**config.mk**
```make
export PLATFORM = sky130hd
export DESIGN_NAME = vis_centroid_calc
export DESIGN_NICKNAME = d
export VERILOG_FILES = /design/src/rtl/vis_centroid_calc.sv
export SDC_FILE = /design/constraint.sdc
export NUM_CORES = 1
export LEC_CHECK = 0
export CORE_ASPECT_RATIO = 0.5
export CORE_MARGIN = 2
export CORE_UTILIZATION = 50
export CTS_BUF_LIST = sky130_fd_sc_hd__clkbuf_16
export CTS_CLUSTER_DIAMETER = 200
export DETAILED_ROUTE_END_ITERATION = 12
export PLACE_DENSITY_LB_ADDON = 0.1
export SLEW_MARGIN = 20
export SYNTH_ARGS = -nofsm -noshare
export SYNTH_HDL_FRONTEND = slang
export SYNTH_SLANG_ARGS = --single-unit
export TNS_END_PERCENT = 20
```
**constraint.sdc**
```tcl
create_clock -name clk -period 3.7 [get_ports clk]
set_input_delay 0.555 -clock clk [delete_from_list [all_inputs] [get_ports clk]]
set_output_delay 0.555 -clock clk [all_outputs]
set_load 0.005 [all_outputs]
```
**src/rtl/vis_centroid_calc.sv**
```systemverilog
// Frame centroid of foreground pixels: accumulates image moments while vsync is low,
// then divides them with two parallel restoring dividers once vsync rises.
`timescale 1ns/1ps
module vis_centroid_calc #(
    parameter int unsigned IMG_W = 64,
    parameter int unsigned IMG_H = 64,
    parameter int unsigned ACC_W = 32
) (
    input  logic        clk,
    input  logic        rst,
    input  logic        de,
    input  logic        hsync,
    input  logic        vsync,
    input  logic [23:0] pixel_in,
    output logic [10:0] x,
    output logic [10:0] y,
    output logic        valid,
    output logic        obj_found,
    output logic        busy
);

    localparam int unsigned POS_W = 11;
    localparam int unsigned CNT_W = $clog2(ACC_W + 1);

    typedef enum logic [1:0] {
        IDLE = 2'd0,
        DIV  = 2'd1,
        DONE = 2'd2
    } state_t;

    state_t state, state_nxt;

    logic             vsync_d;
    logic [POS_W-1:0] x_pos, y_pos;
    logic [ACC_W-1:0] m00, m10, m01;

    logic [ACC_W-1:0] dvsr, nx, ny, qx, qy, rx, ry;
    logic [CNT_W-1:0] cnt;

    logic             frame_end_c, fg_c, acc_en_c;
    logic             load_c, step_c, done_c, busy_c, valid_c;
    logic [ACC_W:0]   rx_sh_c, ry_sh_c;
    logic             qx_bit_c, qy_bit_c;
    logic [ACC_W-1:0] rx_nxt_c, ry_nxt_c, qx_nxt_c, qy_nxt_c;
    logic             unused_sink;

    assign frame_end_c = vsync & ~vsync_d;
    assign fg_c        = |pixel_in[23:16];
    assign acc_en_c    = ~vsync & de & fg_c;
    assign unused_sink = ^{hsync, pixel_in[15:0], qx[ACC_W-1], qy[ACC_W-1]};

    // One restoring-division step for both quotients, MSB first
    always_comb begin
        rx_sh_c  = {rx, nx[ACC_W-1]};
        ry_sh_c  = {ry, ny[ACC_W-1]};
        qx_bit_c = (rx_sh_c >= {1'b0, dvsr});
        qy_bit_c = (ry_sh_c >= {1'b0, dvsr});
        rx_nxt_c = qx_bit_c ? ACC_W'(rx_sh_c - {1'b0, dvsr}) : rx_sh_c[ACC_W-1:0];
        ry_nxt_c = qy_bit_c ? ACC_W'(ry_sh_c - {1'b0, dvsr}) : ry_sh_c[ACC_W-1:0];
        qx_nxt_c = {qx[ACC_W-2:0], qx_bit_c};
        qy_nxt_c = {qy[ACC_W-2:0], qy_bit_c};
    end

    always_ff @(posedge clk) begin
        if (rst) state <= IDLE;
        else     state <= state_nxt;
    end

    always_comb begin
        state_nxt = state;
        load_c    = 1'b0;
        step_c    = 1'b0;
        done_c    = 1'b0;
        case (state)
            IDLE: begin
                if (frame_end_c) begin
                    state_nxt = DIV;
                    load_c    = 1'b1;
                end
            end
            DIV: begin
                step_c = 1'b1;
                if (cnt == CNT_W'(ACC_W - 1)) begin
                    state_nxt = DONE;
                    done_c    = 1'b1;
                end
            end
            DONE:    state_nxt = IDLE;
            default: state_nxt = IDLE;
        endcase
        busy_c  = (state_nxt == DIV);
        valid_c = (state_nxt == DONE);
    end

    always_ff @(posedge clk) begin
        if (rst) vsync_d <= 1'b0;
        else     vsync_d <= vsync;
    end

    // Raster position of the current active pixel
    always_ff @(posedge clk) begin
        if (rst || vsync) begin
            x_pos <= '0;
            y_pos <= '0;
        end else if (de) begin
            if (x_pos == POS_W'(IMG_W - 1)) begin
                x_pos <= '0;
                y_pos <= y_pos + POS_W'(1);
            end else begin
                x_pos <= x_pos + POS_W'(1);
            end
        end
    end

    // Moments restart at every frame end, whether or not the divider accepted them
    always_ff @(posedge clk) begin
        if (rst || frame_end_c) begin
            m00 <= '0;
            m10 <= '0;
            m01 <= '0;
        end else if (acc_en_c) begin
            m00 <= m00 + ACC_W'(1);
            m10 <= m10 + ACC_W'(x_pos);
            m01 <= m01 + ACC_W'(y_pos);
        end
    end

    always_ff @(posedge clk) begin
        if (rst) begin
            dvsr <= '0;
            nx   <= '0;
            ny   <= '0;
            rx   <= '0;
            ry   <= '0;
            qx   <= '0;
            qy   <= '0;
            cnt  <= '0;
        end else if (load_c) begin
            dvsr <= m00;
            nx   <= m10;
            ny   <= m01;
            rx   <= '0;
            ry   <= '0;
            qx   <= '0;
            qy   <= '0;
            cnt  <= '0;
        end else if (step_c) begin
            nx   <= {nx[ACC_W-2:0], 1'b0};
            ny   <= {ny[ACC_W-2:0], 1'b0};
            rx   <= rx_nxt_c;
            ry   <= ry_nxt_c;
            qx   <= qx_nxt_c;
            qy   <= qy_nxt_c;
            cnt  <= cnt + CNT_W'(1);
        end
    end

    // Results latch with the final quotient bit; an empty frame keeps the old coordinates
    always_ff @(posedge clk) begin
        if (rst) begin
            x         <= '0;
            y         <= '0;
            valid     <= 1'b0;
            obj_found <= 1'b0;
            busy      <= 1'b0;
        end else begin
            valid <= valid_c;
            busy  <= busy_c;
            if (done_c) begin
                obj_found <= (dvsr != '0);
                if (dvsr != '0) begin
                    x <= (qx_nxt_c > ACC_W'(IMG_W - 1)) ? POS_W'(IMG_W - 1) : qx_nxt_c[POS_W-1:0];
                    y <= (qy_nxt_c > ACC_W'(IMG_H - 1)) ? POS_W'(IMG_H - 1) : qy_nxt_c[POS_W-1:0];
                end
            end
        end
    end

endmodule

```
After elaboration in Yosys (flattened, before gate mapping)
Index checks and enable logic that the tools add are counted.
{"block": "totals", "elab_cells": 68, "ff_bits": 374, "out_inout_bits": 25}
{"block": "classes", "n_reduce_logical": 9, "mux": 17, "n_bitwise": 5, "addsub": 8, "magnitude_cmp": 4, "eq_ne": 5}
{"cell": "32-bit 2-to-1 mux", "n": 6}
{"cell": "33-bit by 32-bit >= comparator with 1-bit output", "n": 2}
{"cell": "32-bit by 11-bit adder with 32-bit output", "n": 2}
{"cell": "32-bit by 6-bit > comparator with 1-bit output (second input constant)", "n": 2}
{"cell": "32-bit subtractor", "n": 2}
{"cell": "11-bit 2-to-1 mux", "n": 3}
{"cell": "32-bit by 1-bit adder with 32-bit output (second input constant)", "n": 1}
{"cell": "32-bit nonzero test", "n": 1}
{"cell": "11-bit by 1-bit adder with 11-bit output (second input constant)", "n": 2}
{"cell": "11-bit by 6-bit equality test with 1-bit output (second input constant)", "n": 1}
{"cell": "8-bit OR reduction", "n": 1}
{"cell": "6-bit by 1-bit adder with 6-bit output (second input constant)", "n": 1}
{"cell": "6-bit by 5-bit equality test with 1-bit output (second input constant)", "n": 1}
{"cell": "1-bit 2-to-1 mux", "n": 5}
{"cell": "2-bit by 1-bit equality test with 1-bit output (second input constant)", "n": 2}
{"cell": "2-bit 2-to-1 mux", "n": 2}
{"cell": "2-bit case mux with 2 select lines", "n": 1}
{"cell": "2-bit AND reduction", "n": 2}
{"cell": "1-bit bitwise AND", "n": 3}
{"cell": "2-bit equality test (second input constant)", "n": 1}
{"cell": "2-bit zero test", "n": 1}
{"cell": "1-bit logical OR", "n": 2}
{"cell": "1-bit NOT", "n": 2}
{"cell": "2-bit nonzero test", "n": 1}
{"cell": "2-bit OR reduction", "n": 1}

Logic depth before layout (Yosys ltp)
{"block": "depth", "word_depth": 5, "ltp_mapped": 14, "depth_no_buf": 13}

Worst setup path before layout
No wires, ideal clock.
{"block": "synth_path", "path_kind": "reg-to-reg", "start": "register dvsr[1]", "end": "register ry[21]", "t_arrival_ps": 2680, "synth_period_minus_slack_ps": 2812, "required_time_ps": 3568, "setup_ps": 132, "setup_slack_ps": 888, "stages_incl_launch_ff": 14, "cell_sequence": "dfxtp_1 inv_1 ha_1 nor2b_1 o31a_2 o2111ai_1 and2_4 a31oi_4 a31oi_2 a21oi_1 buf_4 buf_2 o211ai_1 a21oi_1"}
{"block": "synth_between", "elab_chain_len": 2, "elab_cells_between_ends": 3}
{"element": "start, declared", "line": "37", "rtl": "logic [ACC_W-1:0] dvsr, nx, ny, qx, qy, rx, ry;"}
{"element": "start signal, assigned", "line": "139", "rtl": "dvsr <= m00;"}
{"element": "32-bit subtractor or 33-bit by 32-bit >= comparator with 1-bit output (tied branches)", "line": "59, 57"}
{"element": "32-bit 2-to-1 mux (*)", "line": "59", "rtl": "ry_nxt_c = qy_bit_c ? ACC_W'(ry_sh_c - {1'b0, dvsr}) : ry_sh_c[ACC_W-1:0];"}
{"element": "end signal, assigned", "line": "151", "rtl": "ry <= ry_nxt_c;"}
{"element": "end, declared", "line": "37"}
Every way passes the cells marked *; elsewhere a longest branch is shown, timed or not.
A chain may end at the register's enable or synchronous reset.

Worst setup path in the final report
{"block": "layout_path", "start": "register dvsr[3]", "end": "register ry[15]"}
The elaborated chain is that of the path after synthesis.

==> results.ini <==
[run_status]
status = finished clean

[finish]
num-nets-final = 2463
fillers = 3532
diodes = 0
instances_no_fill = 2861
area_delta_synth_final_pct = 9.90
ff_latch_area_um2 = 7490
multi_input_area_um2 = 10600
drive_gt1_share_pct = 4.65

[critical_path]
cp.required_ns = 4.15
crit_path_start_kind = flop
ff2ff_path_depth = 11
cp.arrival_ns = 3.84
end_kind = flop
crit_fanout = 29
critPathKind = reg2reg

[clocking]
clkLatencyLatePin_ns = 0.53
cts_root_buffer = clkbuf_16
cts_max_path_buffers = 3
numCtsBuffers = 36
ctsResizeCount = 0
clock-sinks = 374
htreeDepth = 2
cts_hold_buffers = 0
cts_tree = done
post_cts_buffers = 0
cts.clk_slew.worst_paths_ns = 0.07

[sta]
fin_crit_sh_pct = 91.9
setup_viol = 0
hold_violations = 0
layout_min_cycle_time_ns = 3.40
relSlewSlack_pct = 27.9
final.setup.tns_ns = 0
worst_slew_pin_slew_ns = 1.08
clock_skew_ns = 0.0194
clock.fmax_ghz = 0.294
drv_slew = 0
hold_slack_ns = 0.452
rsz0062_at_grt = false

[drt]
vias = 15800
drt-total-wl_um = 43500
via_per_inst = 5.51
drc = 0
drtPass1Iterations = 5
drtIter0Drc = 998
ant_nets = 0
post_drt_wl_per_cell_um = 15.2

[die]
boundaryPins = 54
dieArea_um2 = 39400
die_y_um = 141
die_w_um = 279
num_rows = 50
coreArea_um2 = 37300
start_util_pct = 50.6

[placed_design]
dp.cells = 2796
gp_routability_congestion = 0.838
io_buffers = 36
hpwlAfterDp_um = 28900

[pwr]
powerDensity_nw_per_um2 = 607
ir_drop_mv = 0.501
power_mw = 12.6
p_leak_nw = 7.50

[yosys]
yosys-top-cells-area = dfxtp_1 (40%), nand2_1 (8.1%), a21oi_1 (8.0%)
synth_edf_count = 0
yosysWarningCount = 0
netlist.area_leader.share_pct = 39.7
syn_area_um2 = 18900
async_reset_ff_share_pct = 0
mappedNetlistNets = 2488
synthCells = 2365
ys_seq_elements = 374
yosysTopAreaCell = dfxtp_1
synth_cell_type_count = 70
ys_seq_area_share_pct = 39.7
synth_area_per_cell_um2 = 7.97
synth_flop_cell = dfxtp_1

[global_routing]
antenna_found_initial = 0
grt_max_degree = 157
grt_pass1_wl_um = 72200
globalRouteOverflowTotal = 0
grt_pass1_vias = 14300
grtUsageTotal_pct = 21.7

[worst_hold_path]
hold_class = reg2reg
whs_path_depth = 2

[job]
maxCapViolations = 0

==> synth_stat cells (33+ instances only) <==
library cell and instances:
ha_1 90, nand4_1 34, nand2_1 409, o21ai_0 68
nand3_1 51, xnor2_1 71, clkbuf_1 111, a21o_1 36
dfxtp_1 374, inv_1 80, o221ai_1 55, nor3_1 33
xor2_1 76, nor2_1 225, a21oi_1 303
==> final cells by class <==
cell class                      count  share of cell area [%]
Clock buffer                       36                    4.35
Clock inverter                     29                   0.737
Inverter                           80                    1.45
Multi-Input combinational cell   1779                    51.1
Sequential cell                   374                    36.1
Tap cell                          494                    2.98
Timing Repair Buffer               69                    3.22
==> sequential cells by signal, indices dropped and copies added (netlist names), 31 cells and up <==
name,count
nx,32
rx,32
qy,31
m10,32
dvsr,32
ny,32
m01,32
qx,31
m00,32
ry,32
==> per-stage QoR <==
step	instance area [µm²]	utilization, %	worst slack [ns]
2_1_floorplan	18900	-	0.888
3_3_place_gp	19700	52.8	0.429
3_5_place_dp	19700	52.8	0.387
4_1_cts	20700	55.6	0.356
5_1_grt	20700	55.6	0.112
6_report	20700	55.6	0.301
==> worst paths after layout <==
path              slack [ns]    start      to
setup / recovery        0.30  dvsr[3]  ry[15]
hold / removal          0.45   ny[11]  ny[11]
setup reg to reg        0.30  dvsr[3]  ry[15]
hold reg to reg         0.45   ny[11]  ny[11]
==> kinds of logic (layout without fill, tap and decap cells) <==
group | count (synthesis) | in the layout | share of synthesized area (%)
and+or+nand+nor | 901 | 901 | 21.2
AOI/OAI and AO/OA | 614 | 614 | 20.3
DFF | 374 | 374 | 39.7
buffers and inverters | 212 | 214 | 4.39
xor gates and xnor gates | 147 | 147 | 6.83
adders and majority gates | 94 | 94 | 6.40
muxes | 23 | 23 | 1.22
==> placed cells by master, fill, tap and decap left out, types with 5 or more instances in the layout <==
cell type | Yosys | routed
a211oi_1 | 19 | 19
a21boi_1 | 7 | 7
a21o_1 | 36 | 36
a21oi_1 | 303 | 302
a311oi_1 | 25 | 25
a31oi_1 | 8 | 8
and2_1 | 16 | 16
and3_1 | 23 | 23
and4_1 | 8 | 8
buf_12 | 0 | 5
buf_4 | 4 | 29
clkbuf_16 | 0 | 36
clkdlybuf4s50_1 | 0 | 35
clkinv_1 | 0 | 8
dfxtp_1 | 374 | 374
ha_1 | 90 | 90
inv_1 | 80 | 90
mux2i_1 | 23 | 23
nand2_1 | 409 | 409
nand2b_1 | 16 | 13
nand3_1 | 51 | 51
nand3b_1 | 8 | 8
nand4_1 | 34 | 34
nor2_1 | 225 | 222
nor2b_1 | 18 | 17
nor3_1 | 33 | 32
nor4_1 | 30 | 30
o211ai_1 | 10 | 10
o21a_1 | 15 | 15
o21ai_0 | 68 | 68
o21ai_1 | 20 | 20
o21bai_1 | 9 | 9
o221ai_1 | 55 | 55
o31a_1 | 5 | 5
or3_1 | 15 | 15
xnor2_1 | 71 | 71
xor2_1 | 76 | 76
==> per-layer routing <==
layer	GRT usage, %	vias up	share of wire, %
met5	0	-	0
met4	4.22	0	1.3
met3	3.03	47	3.3
met2	34.2	178	42
met1	31.9	7323	53
li1	-	8209	-
==> report_power, final <==
group	leakage (nW)	internal (mW)	total (mW)	switching, mW
clock	0.546	1.79	3.40	1.61
sequential	3.03	4.20	4.34	0.137
combinational	3.93	2.05	4.85	2.80
total	7.50	8.04	12.6	4.55
==> critical path: stages (launching register included) <==
cell,delay [ns]
dfxtp_1,0.36
inv_1,0.10
ha_1,0.38
o21a_1,0.15
o31a_2,0.18
o2111ai_1,0.16
and2_4,0.21
a31oi_4,0.22
a31oi_2,0.19
a21oi_4,0.82
mux2i_1,0.23
a211oi_1,0.27
No activity file was read; power rests on OpenSTA's default activity.
